File: src/rtl/arvi_bus_pkg.sv
// Shared bus types and constants for the multi-core bus arbiter.
package arvi_bus_pkg;

  localparam int unsigned BE_W = 4;

  typedef enum logic [1:0] {
    IDLE   = 2'd0,
    BUSY   = 2'd1,
    LOCKED = 2'd2
  } arb_state_t;

endpackage

File: src/rtl/rr_picker.sv
// Combinational round-robin picker: the first asserted request at or above rr_ptr, wrapping mod N.
module rr_picker #(
  parameter int unsigned N_MASTERS = 2,
  parameter int unsigned IDX_W     = $clog2(N_MASTERS)
) (
  input  logic [N_MASTERS-1:0] req,
  input  logic [IDX_W-1:0]     rr_ptr,
  output logic                 any,
  output logic [IDX_W-1:0]     idx
);

  localparam int unsigned SUM_W = IDX_W + 1;

  logic [N_MASTERS-1:0] rot;
  logic [IDX_W-1:0]     enc;
  logic [SUM_W-1:0]     sum;

  always_comb begin
    // Rotate so rr_ptr lands at bit 0, priority-encode the lowest bit, then rotate the index back.
    rot = N_MASTERS'({req, req} >> rr_ptr);
    enc = '0;
    for (int i = N_MASTERS - 1; i >= 0; i--) begin
      if (rot[i]) enc = IDX_W'(i);
    end
    sum = SUM_W'(enc) + SUM_W'(rr_ptr);
    if (sum >= SUM_W'(N_MASTERS)) sum = sum - SUM_W'(N_MASTERS);
    idx = sum[IDX_W-1:0];
    any = |req;
  end

endmodule

File: src/rtl/bus_arbiter.sv
// Round-robin arbiter sharing one bus master port between N cores, with an atomic lock to hold the bus.
module bus_arbiter
  import arvi_bus_pkg::*;
#(
  parameter int unsigned N_MASTERS = 2,
  parameter int unsigned XLEN      = 32,
  parameter int unsigned IDX_W     = $clog2(N_MASTERS)
) (
  input  logic                      i_clk,
  input  logic                      i_rst,
  input  logic [N_MASTERS-1:0]      i_m_bus_en,
  input  logic [N_MASTERS-1:0]      i_m_wr_en,
  input  logic [N_MASTERS*XLEN-1:0] i_m_wr_data,
  input  logic [N_MASTERS*XLEN-1:0] i_m_addr,
  input  logic [N_MASTERS*BE_W-1:0] i_m_byte_en,
  input  logic [N_MASTERS-1:0]      i_m_lock,
  output logic [N_MASTERS-1:0]      o_m_ack,
  output logic [XLEN-1:0]           o_m_rd_data,
  output logic                      o_bus_en,
  output logic                      o_wr_en,
  output logic [XLEN-1:0]           o_wr_data,
  output logic [XLEN-1:0]           o_addr,
  output logic [BE_W-1:0]           o_byte_en,
  input  logic                      i_ack,
  input  logic [XLEN-1:0]           i_rd_data,
  output logic                      o_grant_valid,
  output logic [IDX_W-1:0]          o_grant_idx
);

  arb_state_t       state_q, state_d;
  logic [IDX_W-1:0] grant_q, grant_d;
  logic [IDX_W-1:0] ptr_q, ptr_d;
  logic             pick_any;
  logic [IDX_W-1:0] pick_idx;
  logic             busy;
  logic             own_req;
  logic             own_lock;

  rr_picker #(
    .N_MASTERS (N_MASTERS),
    .IDX_W     (IDX_W)
  ) u_picker (
    .req    (i_m_bus_en),
    .rr_ptr (ptr_q),
    .any    (pick_any),
    .idx    (pick_idx)
  );

  always_ff @(posedge i_clk or posedge i_rst) begin
    if (i_rst) begin
      state_q <= IDLE;
      grant_q <= '0;
      ptr_q   <= '0;
    end else begin
      state_q <= state_d;
      grant_q <= grant_d;
      ptr_q   <= ptr_d;
    end
  end

  always_comb begin
    state_d = state_q;
    grant_d = grant_q;
    ptr_d   = ptr_q;
    case (state_q)
      IDLE: begin
        if (pick_any) begin
          state_d = BUSY;
          grant_d = pick_idx;
          ptr_d   = (pick_idx == IDX_W'(N_MASTERS - 1)) ? '0 : pick_idx + IDX_W'(1);
        end
      end
      BUSY: begin
        if (i_ack) state_d = own_lock ? LOCKED : IDLE;
      end
      // Only the lock holder may re-enter BUSY; the round-robin pointer stays put.
      LOCKED: begin
        if (own_req) state_d = BUSY;
      end
      default: state_d = IDLE;
    endcase
  end

  assign busy = (state_q == BUSY);

  // Request mux toward the slave and ack demux back to the owner.
  always_comb begin
    own_req   = 1'b0;
    own_lock  = 1'b0;
    o_wr_en   = 1'b0;
    o_wr_data = '0;
    o_addr    = '0;
    o_byte_en = '0;
    o_m_ack   = '0;
    for (int i = 0; i < int'(N_MASTERS); i++) begin
      if (grant_q == IDX_W'(i)) begin
        own_req  = i_m_bus_en[i];
        own_lock = i_m_lock[i];
        if (busy) begin
          o_wr_en    = i_m_wr_en[i];
          o_wr_data  = i_m_wr_data[i*XLEN +: XLEN];
          o_addr     = i_m_addr[i*XLEN +: XLEN];
          o_byte_en  = i_m_byte_en[i*BE_W +: BE_W];
          o_m_ack[i] = i_ack;
        end
      end
    end
  end

  assign o_bus_en      = busy;
  assign o_grant_valid = busy;
  assign o_grant_idx   = grant_q;
  assign o_m_rd_data   = i_rd_data;

endmodule

File: config.mk
export PLATFORM = sky130hd
export DESIGN_NAME = bus_arbiter
export DESIGN_NICKNAME = d
export VERILOG_FILES = /design/src/rtl/arvi_bus_pkg.sv /design/src/rtl/rr_picker.sv /design/src/rtl/bus_arbiter.sv
export SDC_FILE = /design/constraint.sdc
export NUM_CORES = 1
export LEC_CHECK = 0
export CORE_ASPECT_RATIO = 0.7
export CORE_MARGIN = 8
export CORE_UTILIZATION = 19
export DETAILED_ROUTE_END_ITERATION = 7
export PLACE_DENSITY = 0.86
export SYNTH_ARGS = -nofsm -noshare
export SYNTH_HDL_FRONTEND = slang
export SYNTH_SLANG_ARGS = --single-unit
File: constraint.sdc
create_clock -name i_clk -period 1.1 [get_ports i_clk]
set_input_delay 0.11 -clock i_clk [delete_from_list [all_inputs] [get_ports i_clk]]
set_output_delay 0.11 -clock i_clk [all_outputs]
set_load 0.005 [all_outputs]
==> metrics.md, run 1 <==
| Metric | Value |
|---|---|
| Placed Instances | `490` |
| Synth unique cells | `19` |
| CTS H-tree depth | `1` |
| Core ar. | `7910 sq um` |
| Most frequent cells in the layout | `144 x clkdlybuf4s50_1, 59 x mux2i_1, 59 x nor2_1` |
| Final hold violations | `0` |
| Vias | `2271` |
| Routed wl met2 | `5050 um` |
| Cell Pwr Density | `approximately 2300 nW/um^2` |
| Synthesis Warnings | `0` |
| Startpoint types | `register` |
| Post-route setup slack | `-0.519 ns` |
| Actual slew at the worst max-slew pin | `0.216 ns` |
| Total wire length | `9700 um` |
| Top sig layer | `met4` |
| XOR/XNOR Fraction of Synth Area | `0` |
| Largest family of logic cells by synthesized area | `multiplexers` |
| Clk_lat worst skew | `0.23 ns` |
| Antenna violations before repair | `0` |
| Power, Total | `9.40 mW` |
| IO Pins | `around 280` |
| FMAX | `~600 MHz` |
| Max stage delay on crit path | `approximately 0.52 ns` |
| Dpl ws | `-0.574 ns` |
| Final Cycle Share | `1.47` |
| FF+latch area | `approximately 100 sq um` |
| Vert. Die Dim | `91.8 um` |
| Number of fill cells in the layout | `747` |
| Num CTS Buffers | `3` |
| Commonest non-fill, non-tap cell in the layout | `clkdlybuf4s50_1` |
| Worst VDD drop | `1.56 mV` |
| Largest net degree at the start of global routing | `36` |
| Worst R2R Path Depth | `5` |
| Combinational fraction of design power | `0.901` |
| Post-cts hold buffer count | `0` |
| Worst flop-to-flop path endpoint | `state_q[0]` |
| Area after DPL | `3830 sq um` |
| Seq/Total Area, Yosys | `0.0642` |
| Mux contribution to synthesized area | `0.463` |
| Nets | `608` |
| DR pass1 iterations | `4` |
| Setup CP Type | `reg -> out` |
| Initial DRC Count | `66` |
| Hold Slack | `0.0740 ns` |
| Simple-gate share of the synthesized area | `0.200` |
| Slowest CP cell | `dfrtp_4` |
| GRT overflow | `0` |
| Worst Hold Class | `in -> async` |
| Final instance area | `about 4000 sq um` |
| Clock Power Share | `0.064` |
| Die area | `11400 sq um` |
| Clock Sinks | `4` |
| Row Count | `27` |
| Endpoints failing setup | `78` |
| Fin crit period | `1.62 ns` |
| Syn avg cell area | `between 7 and 8 sq um` |
| Maxcap violations | `0` |
| Initial Util | `0.197` |
| Switching Share | `0.394` |
| Max-slew violation count | `0` |
| Vias in the first global route | `~2.4k` |
| Clk slew on worst S/H paths | `0.03 ns` |
| Post-layout util | `0.521` |
| Post-DR wirelength/cell | `18.3 um` |
| Critical-path maximum fanout | `6` |
| Crit path cell chain | `buf_12, buf_8, buf_6, mux2i_1, nor2_1, buf_2` |
| Final HPWL DP | `roughly 7600 um` |
| Worst path required time | `0.99 ns` |
| Leakage | `around 2.0 nW` |
| Port-buffer cells | `218` |
| Area of the multi-input gates | `roughly 1300 sq um` |
| Root Driver | `clkbuf_16` |
| Max_slew headroom | `0.855` |
| Outcome | `finished, violations left` |
| Synth Instances | `209` |
| Clock Path Buffers | `2` |
| DR vias/cell | `4.28` |
| Critical R2R Launch | `o_grant_idx` |
| Failing checks | `setup timing` |
| Post-synth net total | `just under 400` |
| Crit end category | `output pin` |
| Seq cells post-synth | `4` |
| Antenna Nets Post-Route | `0` |
| Global placer's final weighted congestion | `between 0.8 and 0.9` |
| Clock skew | `0.000893 ns` |
| Internal Dissipation | `5.70 mW` |
| Total negative slack | `-31.51 ns` |
| Final non-filler cell total | `between 500 and 600` |
| Post-synthesis compound-gate area fraction | `0.0209` |
| Post-route DRC | `0` |
| Net Switching | `around 3.7 mW` |
| Adder-Cell Fraction of Synth Area | `0` |
| Die X | `124 um` |
| Cell area after synthesis | `1560 sq um` |
| First-pass GRT wire length | `14300 um` |
| Area growth syn-to-layout | `164%` |
| Met3 WL | `671 um` |
| Met1 wire length | `between 3000 and 4000 um` |
| Total GRT Usage | `0.155` |
| # diodes | `0` |
| R2R Setup Slk | `-0.51 ns` |
| Share of power burned in registers | `0.035` |
| Worst path arrival time | `1.51 ns` |
| Unrepaired setup endpoints after global routing | `yes` |
| Layout cells sized above 1 | `0.360` |
| CTS tree | `yes` |
## power by group through the flow
stage               clock, mW  combinational, mW  sequential, mW
floorplan                   0               4.01           0.283
global placement            0               7.29           0.307
CTS                     0.615               7.92           0.365
finish                  0.602               8.47           0.329
global route            0.627               9.07           0.342
detailed placement          0               7.42           0.313
## registers in the layout, indices dropped and copies added, names as in the netlist
signal       cells
ptr_q            1
state_q          2
o_grant_idx      1
## worst max path at each step
stage	startpoint	to	slack (ns)	cells after the start
global route	o_grant_idx	o_addr[2]	-0.59	6
CTS	o_grant_idx	o_wr_data[28]	-0.76	4
floorplan	o_grant_idx	o_wr_data[24]	-0.04	4
detailed placement	o_grant_idx	o_wr_data[23]	-0.57	4
global placement	o_grant_idx	o_wr_data[23]	-0.55	4
finish	o_grant_idx	o_addr[28]	-0.52	6
## per-layer routing
metal / vias up / GRT usage
met2: 120 / 0.282
met1: 1030 / 0.175
met3: 11 / 0.0483
li1: 1110 / -
met4: 0 / 0.0330
met5: - / 0
## synth_stat cells
library cell,instances,area share
nor2_1,70,0.17
and2_1,1,0.0040
dfrtp_1,4,0.064
inv_1,3,0.0072
o21ai_0,1,0.0032
or3_1,1,0.0040
o211a_1,1,0.0064
nand3b_1,1,0.0048
or3b_1,1,0.0056
and3_1,1,0.0040
nand2b_1,1,0.0040
mux2i_1,71,0.46
o32ai_1,1,0.0056
nor3b_1,1,0.0048
buf_2,6,0.019
o22a_1,1,0.0056
mux2_2,1,0.0072
buf_6,8,0.058
buf_4,35,0.17
## timing repair
| action | 4_1_cts | 5_1_grt |
|---|---|---|
| endpoints found under the setup margin | 78 | 78 |
| pin swaps | 5 | 18 |
| cloned | 4 | 2 |
| buffers inserted | 18 | 19 |
| gates resized for setup | 233 | 105 |
## layout make-up
| type | count | share of cell area |
|---|---|---|
| flip-flops and latches | 4 | 0.0252 |
| repair buffers | 266 | 0.606 |
| multi-input cells | 153 | 0.317 |
| clock buffers | 4 | 0.0192 |
| inverters | 3 | 0.00274 |
| well taps | 101 | 0.0307 |
## cells by family (layout without fill, tap and decap cells)
kind of cell,Yosys count,count (layout)
multiplexers,72,72
AND/OR/NAND/NOR,77,77
flip-flops,4,4
buffers and inverters,52,273
AO/OA/AOI/OAI,4,4
## critical path: cells and delay by family, from the launching register on
kind	cells	cell delay [ns]
buffers and inverters	4	0.52
flip-flops	1	0.52
multiplexers	1	0.10
AND/OR/NAND/NOR	1	0.13
No activity file was read; power rests on OpenSTA's default activity.
==> run 2: changes to the inputs <==
- ABC_AREA: unset -> 1
- CORE_UTILIZATION: 19 -> 18
- PLACE_DENSITY: 0.86 -> 0.84
==> run 2 against run 1 <==
The flow still finishes with violations (setup timing). Die area is 1.2% higher. Fmax is 1.4% higher. Critical endpoint is now o_wr_data[3]. Clock-buffer cell count stayed put. Cell area is 2.7% lower. Power is 6.3% higher. Clock skew is 0.00076 ns lower. Critical path depth is 1 higher. Clock power is 1% lower. Worst hold slack better by 0.020 ns. Critical path type unchanged. Sequential cell count stayed put. Worst setup slack better by 0.023 ns. Largest power group unchanged. Global-route usage is 1.6 points higher.
==> metrics.md, run 2 <==
| Metric | Value |
|---|---|
| Main synth FF type | `dfrtp_1 (unchanged)` |
| Global placer's final weighted congestion | `0.813 (was 0.805)` |
| Synth unique cells | `15 (was 19)` |
| Max-slew violation count | `0 (unchanged)` |
| Num CTS Buffers | `3 (unchanged)` |
| Slowest CP cell | `dfrtp_2 (was dfrtp_4)` |
| Met3 WL | `1320 um (was 671 um)` |
| Post-cts hold buffer count | `0 (unchanged)` |
| Most frequent cells in the layout | `144 x clkdlybuf4s50_1, 128 x nor2_1, 71 x buf_2 (was 144 x clkdlybuf4s50_1, 59 x mux2i_1, 59 x nor2_1)` |
| Clock Power Share | `0.060 (was 0.064)` |
| Antenna Nets Post-Route | `0 (unchanged)` |
| Max_slew headroom | `0.832 (was 0.855)` |
| Syn avg cell area | `4.98 sq um (was 7.47 sq um)` |
| Switching Share | `0.453 (was 0.394)` |
| Clk_lat worst skew | `0.23 ns (about the same)` |
| Final non-filler cell total | `611 (was 531)` |
| Top post-synthesis cells by area | `nor2_1 36%, buf_4 18%, o21ai_0 12%, o21ai_1 11%, dfrtp_1 6.7% (was mux2i_1 46%, buf_4 17%, nor2_1 17%, dfrtp_1 6.4%, buf_6 5.8%)` |
| Number of flops mapped to enable cells by yosys | `0 (unchanged)` |
| Total GRT Usage | `0.171 (was 0.155)` |
| Core ar. | `8270 sq um (was 7910 sq um)` |
| Routed wl met2 | `5140 um (was 5050 um)` |
| Clock skew | `0.000134 ns (was 0.000893 ns)` |
| Area after DPL | `3600 sq um (was 3830 sq um)` |
| Antenna violations before repair | `0 (unchanged)` |
| Clock Sinks | `4 (unchanged)` |
| Post-route setup slack | `-0.496 ns (was -0.519 ns)` |
| Met1 wire length | `4250 um (was 3890 um)` |
| Root Driver | `clkbuf_16 (unchanged)` |
| Row Count | `28 (was 27)` |
| Post-layout util | `0.484 (was 0.521)` |
| CTS tree | `yes (unchanged)` |
| Post-DR wirelength/cell | `17.7 um (was 18.3 um)` |
| Most frequent cell on the critical path | `buf_12` |
| Final instance area | `4000 sq um (was 4120 sq um)` |
| Setup CP Type | `reg -> out (unchanged)` |
| Port-buffer cells | `218 (unchanged)` |
| Seq/Total Area, Yosys | `0.0668 (was 0.0642)` |
| Area growth syn-to-layout | `167% (was 164%)` |
| Layout cells sized above 1 | `0.356 (was 0.360)` |
| Async SR Flop Fraction | `1.00 (unchanged)` |
| Placed Instances | `582 (was 490)` |
| Total negative slack | `-29.39 ns (was -31.51 ns)` |
| Worst path arrival time | `1.49 ns (was 1.51 ns)` |
| DR vias/cell | `4.57 (was 4.28)` |
| Unrepaired setup endpoints after global routing | `yes (unchanged)` |
| Outcome | `finished, violations left (unchanged)` |
| Max reg flops | `2 (unchanged)` |
| Final Cycle Share | `1.45 (was 1.47)` |
| CP top delay family | `buffers and inverters (was flip-flops)` |
| Biggest register | `state_q (unchanged)` |
| Critical-path maximum fanout | `6 (unchanged)` |
| GRT overflow | `0 (unchanged)` |
| Initial DRC Count | `80 (was 66)` |
| Dpl ws | `-0.581 ns (was -0.574 ns)` |
| Failing checks | `setup timing (unchanged)` |
| Actual slew at the worst max-slew pin | `0.252 ns (was 0.216 ns)` |
| Final HPWL DP | `7610 um (was 7630 um)` |
| FMAX | `626 MHz (was 618 MHz)` |
| Share of the synthesized area in the top cell type | `0.356 (was 0.455)` |
| Die area | `11600 sq um (was 11400 sq um)` |
| Cell Pwr Density | `2490 nW/um^2 (was 2280 nW/um^2)` |
| Initial Util | `0.181 (was 0.197)` |
| CP bufs+invs | `4 (unchanged)` |
| Crit end category | `output pin (unchanged)` |
| Combinational fraction of design power | `0.907 (was 0.901)` |
| Startpoint types | `register (unchanged)` |
| Endpoints failing setup | `76 (was 78)` |
| Worst Hold Class | `in -> async (unchanged)` |
| Largest net degree at the start of global routing | `30 (was 36)` |
| Internal Dissipation | `5.47 mW (was 5.70 mW)` |
| Worst path required time | `0.99 ns (about the same)` |
| Top sig layer | `met4 (unchanged)` |
| Number of fill cells in the layout | `796 (was 747)` |
| Top cells by count, synth | `142 x nor2_1, 37 x o21ai_0, 35 x buf_4, 34 x o21ai_1, 14 x nand2_1 (was 71 x mux2i_1, 70 x nor2_1, 35 x buf_4, 8 x buf_6, 6 x buf_2)` |
| # diodes | `0 (unchanged)` |
| CTS H-tree depth | `1 (unchanged)` |
| Die X | `125 um (was 124 um)` |
| Vias in the first global route | `2924 (was 2375)` |
| Seq cells post-synth | `4 (unchanged)` |
| Final hold violations | `0 (unchanged)` |
| Post-synth net total | `478 (was 386)` |
| Commonest non-fill, non-tap cell in the layout | `clkdlybuf4s50_1 (unchanged)` |
| Vert. Die Dim | `92.4 um (was 91.8 um)` |
| Nets | `684 (was 608)` |
| Total wire length | `10800 um (was 9700 um)` |
| Clock Path Buffers | `2 (unchanged)` |
| Leakage | `1.84 nW (was 1.96 nW)` |
| Synthesis Warnings | `0 (unchanged)` |
| Power, Total | `9.99 mW (was 9.40 mW)` |
| Maxcap violations | `0 (unchanged)` |
| Worst VDD drop | `0.824 mV (was 1.56 mV)` |
| Clk slew on worst S/H paths | `0.03 ns (about the same)` |
| DR pass1 iterations | `4 (unchanged)` |
| First-pass GRT wire length | `15900 um (was 14300 um)` |
| Crit path cell chain | `nor2_8, buf_12, buf_12, clkbuf_16, o21ai_2, nor2_1, buf_2 (was buf_12, buf_8, buf_6, mux2i_1, nor2_1, buf_2)` |
| Hold Slack | `0.0944 ns (was 0.0740 ns)` |
| Synth Instances | `301 (was 209)` |
| Most frequent cell after synthesis | `nor2_1 (was mux2i_1)` |
| Area leader, netlist | `nor2_1 (was mux2i_1)` |
| Share of power burned in registers | `0.033 (was 0.035)` |
| Max stage delay on crit path | `0.43 ns (was 0.52 ns)` |
| Vias | `2791 (was 2271)` |
| Post-route DRC | `0 (unchanged)` |
| Net Switching | `4.52 mW (was 3.70 mW)` |
| IO Pins | `283 (unchanged)` |
| Cell area after synthesis | `1500 sq um (was 1560 sq um)` |
| Fin crit period | `1.60 ns (was 1.62 ns)` |
## run 2: cells by family (layout without fill, tap and decap cells)
logic type / count (synthesis) / after routing / share of synthesized area
simple gates: 162 / 162 / 0.421
compound gates: 72 / 72 / 0.240
flops: 4 / 4 / 0.0668
buf+inv: 63 / 268 / 0.272
## run 2: repair_timing
action / 4_1_cts / 5_1_grt
pin swaps: 17 / 35
setup endpoints to repair: 78 / 78
buffers inserted: 16 / 7
gates cloned: 9 / 1
resized for setup: 359 / 75
## run 2: cell type report
| type | count | area, sq um | share of cell area |
|---|---|---|---|
| repair buffers | 256 | 2440 | 0.609 |
| multi-input cells | 234 | 1220 | 0.304 |
| well taps | 105 | 131 | 0.0328 |
| flip-flops and latches | 4 | 103 | 0.0256 |
| clock buffers | 4 | 78.8 | 0.0197 |
| inverters | 8 | 35.0 | 0.00875 |
## run 2: path summary, 6_finish.rpt
| check | cells after the start | end | startpoint | slack (ns) |
|---|---|---|---|---|
| max | 7 | o_wr_data[3] | state_q[1] | -0.50 |
| min | 2 | ptr_q | i_rst | 0.09 |
| max reg2reg | 6 | state_q[0] | o_grant_idx | -0.18 |
| min reg2reg | 4 | ptr_q | ptr_q | 0.56 |
| max in group asynchronous | 2 | o_grant_idx | i_rst | 0.81 |
| min in group i_clk | 0 | o_m_rd_data[23] | i_rd_data[23] | 0.22 |
## run 2: power by group through the flow
stage                     Sequential, mW  Clock [mW]  Combinational, mW
final                              0.333       0.596               9.06
after detailed placement           0.294           0               7.29
after global placement             0.291           0               7.15
after CTS                          0.319       0.600               8.64
after global routing               0.347       0.607               9.82
after floorplan                    0.272           0               3.12
## run 2: metal layers
layer  up-vias  track usage
met1      1248        0.192
met3        12       0.0797
met2       189        0.298
met5         -            0
li1       1342            -
met4         0       0.0232
==> run 3: changes to the inputs <==
- HOLD_SLACK_MARGIN: unset -> 0.1
- TNS_END_PERCENT: unset -> 5
==> run 3 against run 2 <==
The flow still finishes with violations (setup timing). Worst setup slack improved by 0.012 ns. Clock-buffer cell count unchanged. Clock power is 1% lower. Sequential power fell by 9.9%. Sequential cell count unchanged. Wire length down 11%. Cell count down 2.6%. Clock skew hardly changed. Global-route usage is 2.0 points lower. Fmax increased by 0.76%. Sequential share of layout area is 0.29 points higher. Highest routed layer unchanged.
==> metrics.md, run 3 (same netlist as run 2, synthesis figures left out) <==
| Metric | Value |
|---|---|
| CTS tree | `yes (unchanged)` |
| Worst Hold Class | `in -> out (was in -> async)` |
| First-pass GRT wire length | `14400 um (was 15900 um)` |
| Biggest register | `state_q (unchanged)` |
| Nets | `668 (was 684)` |
| Antenna violations before repair | `0 (unchanged)` |
| Outcome | `finished, violations left (unchanged)` |
| Root Driver | `clkbuf_16 (unchanged)` |
| Initial Util | `0.181 (unchanged)` |
| GRT overflow | `0 (unchanged)` |
| DR vias/cell | `4.42 (was 4.57)` |
| Most frequent cells in the layout | `144 x clkdlybuf4s50_1, 141 x nor2_1, 68 x buf_2 (was 144 x clkdlybuf4s50_1, 128 x nor2_1, 71 x buf_2)` |
| Final Cycle Share | `1.44 (was 1.45)` |
| Port-buffer cells | `218 (unchanged)` |
| Post-route DRC | `0 (unchanged)` |
| Total negative slack | `-27.82 ns (was -29.39 ns)` |
| Actual slew at the worst max-slew pin | `0.244 ns (was 0.252 ns)` |
| Max-slew violation count | `0 (unchanged)` |
| Setup CP Type | `reg -> out (unchanged)` |
| Die area | `11600 sq um (unchanged)` |
| IO Pins | `283 (unchanged)` |
| Commonest non-fill, non-tap cell in the layout | `clkdlybuf4s50_1 (unchanged)` |
| Area of the multi-input gates | `1050 sq um (was 1220 sq um)` |
| Post-route setup slack | `-0.484 ns (was -0.496 ns)` |
| Num CTS Buffers | `3 (unchanged)` |
| Global placer's final weighted congestion | `0.813 (unchanged)` |
| Vias in the first global route | `2713 (was 2924)` |
| Final HPWL DP | `7610 um (unchanged)` |
| Crit end category | `output pin (unchanged)` |
| Vert. Die Dim | `92.4 um (unchanged)` |
| Max_slew headroom | `0.838 (was 0.832)` |
| Maxcap violations | `0 (unchanged)` |
| Initial DRC Count | `55 (was 80)` |
| Worst VDD drop | `0.954 mV (was 0.824 mV)` |
| Startpoint types | `register (unchanged)` |
| Antenna Nets Post-Route | `0 (unchanged)` |
| Core ar. | `8270 sq um (unchanged)` |
| Power, Total | `8.06 mW (was 9.99 mW)` |
| Hold Slack | `0.220 ns (was 0.0944 ns)` |
| CTS H-tree depth | `1 (unchanged)` |
| Clock Sinks | `4 (unchanged)` |
| DR pass1 iterations | `4 (unchanged)` |
| Clk slew on worst S/H paths | `0.03 ns (about the same)` |
| Layout cells sized above 1 | `0.233 (was 0.356)` |
| Endpoints failing setup | `75 (was 76)` |
| Fin crit period | `1.58 ns (was 1.60 ns)` |
| Total wire length | `9630 um (was 10800 um)` |
| Largest net degree at the start of global routing | `37 (was 30)` |
| Clock skew | `0.000465 ns (was 0.000134 ns)` |
| Max reg flops | `2 (unchanged)` |
| Worst path required time | `0.99 ns (about the same)` |
| FMAX | `631 MHz (was 626 MHz)` |
| Post-layout util | `0.435 (was 0.484)` |
| Worst path arrival time | `1.47 ns (was 1.49 ns)` |
| Number of fill cells in the layout | `840 (was 796)` |
| Area growth syn-to-layout | `140% (was 167%)` |
| Clk_lat worst skew | `0.23 ns (about the same)` |
| FF+latch area | `103 sq um (unchanged)` |
| Dpl ws | `-0.581 ns (unchanged)` |
| Critical-path maximum fanout | `7 (was 6)` |
| Row Count | `28 (unchanged)` |
| Unrepaired setup endpoints after global routing | `yes (unchanged)` |
| Post-DR wirelength/cell | `16.2 um (was 17.7 um)` |
| Final hold violations | `0 (unchanged)` |
| Cell Pwr Density | `2240 nW/um^2 (was 2490 nW/um^2)` |
| Failing checks | `setup timing (unchanged)` |
| Vias | `2630 (was 2791)` |
| Total GRT Usage | `0.151 (was 0.171)` |
| Leakage | `1.68 nW (was 1.84 nW)` |
| Die X | `125 um (unchanged)` |
| # diodes | `0 (unchanged)` |
| Clock Path Buffers | `2 (unchanged)` |
[run 3: cell types whose count changed in the layout (fill, tap and decap cells not counted), moves of 3 or more]
cell	delta
o21ai_1	+16
buf_6	-12
buf_8	-5
o21ai_2	-27
buf_2	-3
nor2_2	-13
clkdlybuf4s15_2	+3
nor2_1	+13
o21ai_0	+13
[run 3: metal layers]
layer / routed length [um] / GRT usage / share of wire
met2: 4550 / 0.269 / 0.47
met4: 48 / 0.0232 / 0.0050
met5: 0 / 0 / 0
met1: 3780 / 0.159 / 0.39
met3: 1250 / 0.0809 / 0.13
[run 3: worst paths after layout]
kind / slack, ns / start / depth (start not counted) / to
hold / removal: 0.22 / i_rd_data[23] / 0 / o_m_rd_data[23]
setup / recovery: -0.48 / state_q[1] / 6 / o_addr[14]
max in group asynchronous: 0.26 / i_rst / 3 / state_q[1]
setup reg to reg: -0.04 / o_grant_idx / 6 / state_q[1]
hold reg to reg: 0.55 / ptr_q / 4 / ptr_q
min in group asynchronous: 0.65 / i_rst / 3 / ptr_q
[run 3: worst max-delay path, cell delays in order (launching register included)]
cell,delay (ns)
dfrtp_2,0.43
nor2_8,0.15
buf_12,0.16
clkbuf_16,0.15
o21ai_1,0.06
nor2_1,0.15
buf_2,0.15
[run 3: metrics by stage]
step | cells | area (sq um)
2_1_floorplan | 301 | 1500
3_3_place_gp | 582 | 3600
3_5_place_dp | 582 | 3600
4_1_cts | 595 | 3610
5_1_grt | 595 | 3600
6_report | 595 | 3600
[run 3: what timing repair did]
action | CTS | global route
hold buffers | 1 | 0
endpoints found under the hold margin | 4 | 0
gates cloned | 3 | 2
pin swaps | 4 | 13
setup buffers | 5 | 0
gates resized for setup | 307 | 30
endpoints found under the setup margin | 78 | 78
[run 3: cell type report]
class	count	area share
clock buffer	4	0.0219
inverter	8	0.00904
multi-input combinational	234	0.291
sequential	4	0.0285
tap	105	0.0365
timing repair buffer	240	0.613
[run 3: power by group]
group          leakage (nW)  internal [mW]  switching [mW]
registers            0.0451          0.222          0.0783
logic                  1.60           3.61            3.56
clock network        0.0382          0.479           0.110
